===== config.mk =====
export PLATFORM = sky130hd
export DESIGN_NAME = fpu_result_decoder
export DESIGN_NICKNAME = d
export VERILOG_FILES = /design/src/rtl/fpu_pkg.sv /design/src/rtl/fpu_result_decoder.sv
export SDC_FILE = /design/constraint.sdc
export NUM_CORES = 1
export LEC_CHECK = 0
export ABC_CLOCK_PERIOD_IN_PS = 4300
export CAP_MARGIN = 20
export CORE_ASPECT_RATIO = 1.2
export CORE_MARGIN = 5
export CORE_UTILIZATION = 43
export CTS_BUF_LIST = sky130_fd_sc_hd__clkbuf_4
export CTS_CLUSTER_DIAMETER = 50
export DETAILED_ROUTE_END_ITERATION = 10
export PLACE_DENSITY_LB_ADDON = 0.08
export SLEW_MARGIN = 30
export SYNTH_ARGS = -nofsm -noshare
export SYNTH_HDL_FRONTEND = slang
export SYNTH_SLANG_ARGS = --single-unit

===== constraint.sdc =====
create_clock -name clock100KHz -period 4.3 [get_ports clock100KHz]
set_input_delay 0.86 -clock clock100KHz [delete_from_list [all_inputs] [get_ports clock100KHz]]
set_output_delay 0.86 -clock clock100KHz [all_outputs]
set_load 0.01 [all_outputs]

===== src/rtl/fpu_pkg.sv =====
// Shared FPU definitions: team float format fields, result status encoding, field extractors.
package fpu_pkg;

    localparam int unsigned WORD_W   = 32;
    localparam int unsigned EXP_W    = 6;
    localparam int unsigned MANT_W   = 25;
    localparam int unsigned BIAS     = 31;
    localparam int unsigned OUT_W    = 32;
    localparam int unsigned STATUS_W = 4;

    typedef enum logic [STATUS_W-1:0] {
        EXACT     = 4'b0001,
        INEXACT   = 4'b0010,
        OVERFLOW  = 4'b0100,
        UNDERFLOW = 4'b1000
    } status_t;

    function automatic logic get_sign(input logic [WORD_W-1:0] word);
        return word[WORD_W-1];
    endfunction

    function automatic logic [EXP_W-1:0] get_exp(input logic [WORD_W-1:0] word);
        return word[WORD_W-2 -: EXP_W];
    endfunction

    function automatic logic [MANT_W-1:0] get_mant(input logic [WORD_W-1:0] word);
        return word[MANT_W-1:0];
    endfunction

endpackage


===== src/rtl/fpu_result_decoder.sv =====
// Serial float-to-int converter on the FPU result bus: truncates toward zero,
// one bit of shift per cycle, valid/ready handshake on both sides.
module fpu_result_decoder
    import fpu_pkg::*;
(
    input  logic                clock100KHz,
    input  logic                reset,
    input  logic                in_valid,
    output logic                in_ready,
    input  logic [WORD_W-1:0]   data_in,
    output logic                out_valid,
    input  logic                out_ready,
    output logic [OUT_W-1:0]    int_out,
    output logic [STATUS_W-1:0] status_out,
    output logic                busy
);

    localparam int unsigned CNT_W = 5;
    localparam logic [EXP_W-1:0] EXP_ZERO = '0;
    localparam logic [EXP_W-1:0] EXP_MAX  = '1;
    localparam logic [EXP_W-1:0] EXP_TOP  = EXP_W'(62);
    localparam logic [EXP_W-1:0] EXP_BIAS = EXP_W'(BIAS);
    // Exponent at which the stored significand already is an integer (no shift).
    localparam logic [EXP_W-1:0] EXP_REF  = EXP_W'(BIAS + MANT_W);
    localparam logic [OUT_W-1:0] SAT_POS  = {1'b0, {(OUT_W-1){1'b1}}};
    localparam logic [OUT_W-1:0] SAT_NEG  = {1'b1, {(OUT_W-1){1'b0}}};

    typedef enum logic [2:0] {IDLE, CLASSIFY, SHIFT, PACK, DONE} state_t;

    state_t               state, state_nx;
    logic                 sign_q, sign_nx;
    logic [EXP_W-1:0]     exp_q, exp_nx;
    logic [OUT_W-1:0]     acc_q, acc_nx;
    logic                 sticky_q, sticky_nx;
    logic                 left_q, left_nx;
    logic [CNT_W-1:0]     cnt_q, cnt_nx;
    logic                 out_valid_nx;
    logic [OUT_W-1:0]     int_nx;
    logic [STATUS_W-1:0]  status_nx;
    logic                 mant_zero;

    assign mant_zero = (acc_q[MANT_W-1:0] == '0);

    // Next-state and datapath update
    always_comb begin
        state_nx     = state;
        sign_nx      = sign_q;
        exp_nx       = exp_q;
        acc_nx       = acc_q;
        sticky_nx    = sticky_q;
        left_nx      = left_q;
        cnt_nx       = cnt_q;
        out_valid_nx = out_valid;
        int_nx       = int_out;
        status_nx    = status_out;
        case (state)
            IDLE: begin
                if (in_valid) begin
                    sign_nx   = get_sign(data_in);
                    exp_nx    = get_exp(data_in);
                    acc_nx    = OUT_W'({1'b1, get_mant(data_in)});
                    sticky_nx = 1'b0;
                    state_nx  = CLASSIFY;
                end
            end
            CLASSIFY: begin
                if (exp_q == EXP_ZERO) begin
                    int_nx       = '0;
                    status_nx    = mant_zero ? EXACT : UNDERFLOW;
                    out_valid_nx = 1'b1;
                    state_nx     = DONE;
                end else if (exp_q < EXP_BIAS) begin
                    int_nx       = '0;
                    status_nx    = UNDERFLOW;
                    out_valid_nx = 1'b1;
                    state_nx     = DONE;
                end else if (exp_q == EXP_MAX || (exp_q == EXP_TOP && !(sign_q && mant_zero))) begin
                    int_nx       = sign_q ? SAT_NEG : SAT_POS;
                    status_nx    = OVERFLOW;
                    out_valid_nx = 1'b1;
                    state_nx     = DONE;
                end else if (exp_q < EXP_REF) begin
                    left_nx  = 1'b0;
                    cnt_nx   = CNT_W'(EXP_REF - exp_q);
                    state_nx = SHIFT;
                end else if (exp_q > EXP_REF) begin
                    left_nx  = 1'b1;
                    cnt_nx   = CNT_W'(exp_q - EXP_REF);
                    state_nx = SHIFT;
                end else begin
                    state_nx = PACK;
                end
            end
            SHIFT: begin
                if (left_q) begin
                    acc_nx = acc_q << 1;
                end else begin
                    sticky_nx = sticky_q | acc_q[0];
                    acc_nx    = acc_q >> 1;
                end
                cnt_nx = cnt_q - CNT_W'(1);
                if (cnt_q == CNT_W'(1)) begin
                    state_nx = PACK;
                end
            end
            PACK: begin
                int_nx       = sign_q ? -acc_q : acc_q;
                status_nx    = sticky_q ? INEXACT : EXACT;
                out_valid_nx = 1'b1;
                state_nx     = DONE;
            end
            DONE: begin
                if (out_ready) begin
                    out_valid_nx = 1'b0;
                    state_nx     = IDLE;
                end
            end
            default: state_nx = IDLE;
        endcase
    end

    // State and output registers
    always_ff @(posedge clock100KHz) begin
        if (!reset) begin
            state      <= IDLE;
            sign_q     <= 1'b0;
            exp_q      <= '0;
            acc_q      <= '0;
            sticky_q   <= 1'b0;
            left_q     <= 1'b0;
            cnt_q      <= '0;
            out_valid  <= 1'b0;
            int_out    <= '0;
            status_out <= '0;
            in_ready   <= 1'b1;
            busy       <= 1'b0;
        end else begin
            state      <= state_nx;
            sign_q     <= sign_nx;
            exp_q      <= exp_nx;
            acc_q      <= acc_nx;
            sticky_q   <= sticky_nx;
            left_q     <= left_nx;
            cnt_q      <= cnt_nx;
            out_valid  <= out_valid_nx;
            int_out    <= int_nx;
            status_out <= status_nx;
            in_ready   <= (state_nx == IDLE);
            busy       <= (state_nx != IDLE);
        end
    end

endmodule


# Word level (Yosys, flattened, before mapping)
# Cells that the tools add are included.
[classes]
magnitude_cmp = 3
eq_ne = 15
n_reduce_logical = 21
muxes = 40
addsub = 4
n_bitwise = 4
[op_table]
columns = ["op", "count"]
rows = [
  ["2-to-1 mux 32 bit", 7],
  ["one-hot mux 32 bit (2 select lines)", 2],
  ["negation 32 bit", 1],
  ["logical NOT 25 bit", 1],
  ["2-to-1 mux 5 bit", 5],
  ["2-to-1 mux 3 bit", 6],
  ["2-to-1 mux 4 bit", 4],
  ["one-hot mux 3 bit (5 select lines)", 1],
  ["== test 6 bit, second input constant", 2],
  ["inequality test 2 bit, second input constant", 6],
  ["2-to-1 mux 1 bit", 10],
  ["one-hot mux 5 bit (2 select lines)", 1],
  ["AND reduction 5 bit", 2],
  ["one-hot mux 4 bit (2 select lines)", 1],
  ["nonzero test 2 bit", 4],
  ["== test 3 x 2 -> 1 bit, second input constant", 2],
  ["greater-than comparator 6 bit, second input constant", 1],
  ["logical NOT 3 bit", 2],
  ["logical NOT 6 bit", 1],
  ["less-than comparator 6 x 5 -> 1 bit, second input constant", 1],
  ["less-than comparator 6 bit, second input constant", 1],
  ["AND reduction 2 bit", 3],
  ["AND reduction 3 bit", 2],
  ["nonzero test 3 bit", 2],
  ["16 further kinds", 19],
]
[totals]
wordCells = 99
register_bits = 88
inputBits = 36
output_inout_bits = 39

# Depth between registers and ports, before layout
[depth]
depth_word = 10
mapped_depth = 9
mapped_depth_nobuf = 8

# Least setup slack after synthesis
# OpenSTA, ideal clock, no wires.
[synth_timing]
kind = "register to register"
from = "register acc_q[0]"
to = "register int_out[18]"
synth_period_minus_slack_ns = 2.123
path_stages_with_launch = 9
n_path_buf = 0
t_required_ns = 4.180
path_slack_ns = 2.177
arrival_time_ns = 2.003
path_cell_list = "dfxtp_1 -> inv_1 -> ha_1 -> nor3b_2 -> nand4_1 -> o21ai_2 -> nand2_2 -> and3_1 -> o31a_1"
[synth_via]
elab_chain_len = 7
word_cells_on_any_way = 10
cone_classes = "1 x add/sub; 1 x eq/ne; 2 x mux; 6 x reduce/logical"
[synth_lines]
columns = ["element", "line_no", "rtl"]
rows = [
  ["start: declaration", "fpu_result_decoder.sv:33", "logic [OUT_W-1:0] acc_q, acc_nx;"],
  ["start signal: assignment", "fpu_result_decoder.sv:141", "acc_q <= acc_nx;"],
  ["parallel branches: the longest is 7 deep, another holds negation 32 bit", "n/a", ""],
  ["end signal: assignment", "fpu_result_decoder.sv:146", "int_out <= int_nx;"],
  ["end: declaration", "fpu_result_decoder.sv:13", "output logic [OUT_W-1:0] int_out,"],
]
# Parallel ways; which one is timed is not known.
# A chain may end at the register's enable or synchronous reset.

# Worst setup path in the final report
[layout_timing]
from = "register acc_q[0]"
to = "register int_out[25]"
# Same word-level chain as after synthesis.

==> impl_metrics.yaml <==
run_status:
  outcome: "finished clean"
logic_synthesis:
  synth_area_leaders: "dfxtp_1 (34%), nand2_1 (6.4%), nor2_1 (4.4%), xor2_1 (4.3%), a211oi_1 (3.7%)"
  synthFlopType: "dfxtp_1"
  ys_ff_latch: 88
  synth_nets: 676
  syn-cell-area_mm2: 0.00513
  synth_top_area_share_pct: 34.3
  ys_types: 66
  yosysSeqAreaShare_pct: 34.3
  syn_area_per_cell_um2: 8.10
  synth_edf_count: 0
  async_flop_share_pct: 0
  yosys.area.top_type: "dfxtp_1"
  synth_warnings: 0
  netlist_instances: 634
global_route:
  grt_overflow_total: 0
  antenna_found_initial: 0
  grt_pass1_wl_mm: 22.9
  grt_pass1_vias: 4647
  grtUsageTotal_pct: 20.1
  grt_max_degree: 57
cts:
  clock_sinks: 88
  clockBufferDepth: 2
  htreeDepth: 3
  cts_tree: "done"
  post_cts_buffers: 0
  numCtsBuffers: 9
  clk-insertion-delay-late_ns: 0.44
  cts-hold-fix-buffers: 0
  clk_pin_slew_ns: 0.13
  cts-resized-gates: 0
  clock_tree.root_cell: "clkbuf_4"
timing:
  hold_viol_final: 0
  worstMarginPinSlew_ns: 0.741
  setup_viol: 0
  max_freq_ghz: 0.378
  skew_ns: 0.0213
  fin_tns_setup_ns: 0
  slew_headroom_pct: 50.2
  drv_slew: 0
  finalCritPeriodShare_pct: 61.5
  min_period_ns: 2.64
  rsz0062_at_grt: "false"
worst_setup_path:
  cp.required_ns: 4.63
  crit_fanout: 23
  reg2regPathDepth: 8
  crit_type: "reg -> reg"
  end_kind: "flop"
  critPathSlowestCell: "nor3b_2"
  start_kind: "flop"
  arrival_ns: 2.97
  path_cells: "inv_1 -> ha_1 -> nor3b_2 -> nand4_1 -> o21ai_2 -> a21oi_4 -> buf_16 -> o221a_2"
  slowest_delay_ns: 0.50
layout:
  diodes: 0
  drive_gt1_share_pct: 9.23
  design_area_mm2: 0.00604
  final_common_cell: "dfxtp_1"
  nets: 709
  final_cell_mix: "dfxtp_1 (87), nand2_1 (86), clkdlybuf4s50_1 (74)"
  area_growth_pct: 17.6
drt:
  first_pass_iters: 5
  drtAntennaViolNets: 0
  routed_wl_mm: 14.1
  drtIter0Drc: 303
  routed_via_density: 5.81
  via_count: 4813
  post_drt_wl_per_cell_um: 17.1
  drc: 0
die:
  boundaryPins: 75
  die_area_mm2: 0.0142
  core_area_mm2: 0.0116
  rows: 43
  die_h_um: 130
  start_util_pct: 44.2
  die_w_um: 110
hold_path:
  hold-path-cell-count: 2
  hold_path_class: "reg -> reg"
place:
  gp_routability_congestion: 0.881
  portBuffers: 74
  placed_area_mm2: 0.00590
  dp_hpwl_mm: 9.86
power:
  total_leakage_power_nw: 2.12
  pwr_density_cell_mw_per_mm2: 311
  peakVddDrop_v: 0.000138
flow_run:
  cap_violations: 0
[report_power, final]
group          leakage, nW  switching, mW  internal, mW
Clock               0.0757          0.281         0.185
Sequential           0.721         0.0782         0.871
Combinational         1.33          0.251         0.212
Total                 2.12          0.610          1.27
[layer usage]
metal	wire length (µm)	vias up	share of wire [%]	GRT usage (%)
met2	6750	122	48	33.3
met5	0	-	0	0
met3	609	33	4.3	3.66
li1	-	2378	-	-
met4	429	0	3.0	8.36
met1	6350	2280	45	25.7
[kinds of logic (layout without fill, tap and decap cells)]
family,count (synthesis),in the layout,share of synthesized area (%)
mux,12,12,2.36
fa+ha+maj,6,6,1.46
buf+inv,78,116,6.70
compound gates,178,178,26.6
flops,88,88,34.3
simple gates,245,245,23.9
xor+xnor,27,27,4.61
[sequential cells by signal, summed over array words and instances, names as in the netlist]
| name | count |
|---|---|
| status_out | 4 |
| left_q | 1 |
| cnt_q | 5 |
| in_ready | 1 |
| busy | 1 |
| sticky_q | 1 |
| state | 3 |
| acc_q | 32 |
| sign_q | 1 |
| exp_q | 6 |
| int_out | 32 |
| out_valid | 1 |
[through the flow]
| stage | total power, mW | setup WS (ns) | hold slack, ns | utilization [%] | instances |
|---|---|---|---|---|---|
| 2_1_floorplan | 1.26 | 2.18 | 0.445 | - | 634 |
| 3_3_place_gp | 1.42 | 1.65 | 0.461 | 50.5 | 812 |
| 3_5_place_dp | 1.43 | 1.61 | 0.464 | 50.8 | 813 |
| 4_1_cts | 1.90 | 1.68 | 0.483 | 51.9 | 829 |
| 5_1_grt | 1.98 | 1.48 | 0.498 | 51.9 | 829 |
| 6_report | 1.88 | 1.66 | 0.481 | 51.9 | 829 |
[cells in the mapped netlist, types with 15 or more instances]
cell and instances:
a211oi_1 25, a21oi_1 36, a311oi_1 21, clkbuf_1 42
dfxtp_1 88, inv_1 15, nand2_1 87, nor2_1 60
nor2b_1 22, o21ai_0 18, o221a_2 15, xor2_1 25
[final timing paths]
path                                     to  slack (ns)  startpoint
worst max-delay path            int_out[25]        1.66    acc_q[0]
worst min-delay path               cnt_q[1]        0.48    cnt_q[1]
worst max register to register  int_out[25]        1.66    acc_q[0]
worst min register to register     cnt_q[1]        0.48    cnt_q[1]
[cell type report]
class	instances	area, µm²
fillers	1179	5590
repair buffers	85	843
clock inverters	5	47.5
clock buffers	11	82.6
well taps	157	196
inverters	15	56.3
multi-input cells	468	3040
flip-flops and latches	88	1770
[worst max-delay path: cells and delay by family, from the launching register on]
| kind | cells | cell delay [ns] |
|---|---|---|
| AO/OA/AOI/OAI | 3 | 0.85 |
| AND/OR/NAND/NOR | 2 | 0.75 |
| flip-flops | 1 | 0.38 |
| buffers and inverters | 2 | 0.34 |
| adder cells (fa/ha/maj) | 1 | 0.19 |
(Power assumes the default switching activity.)
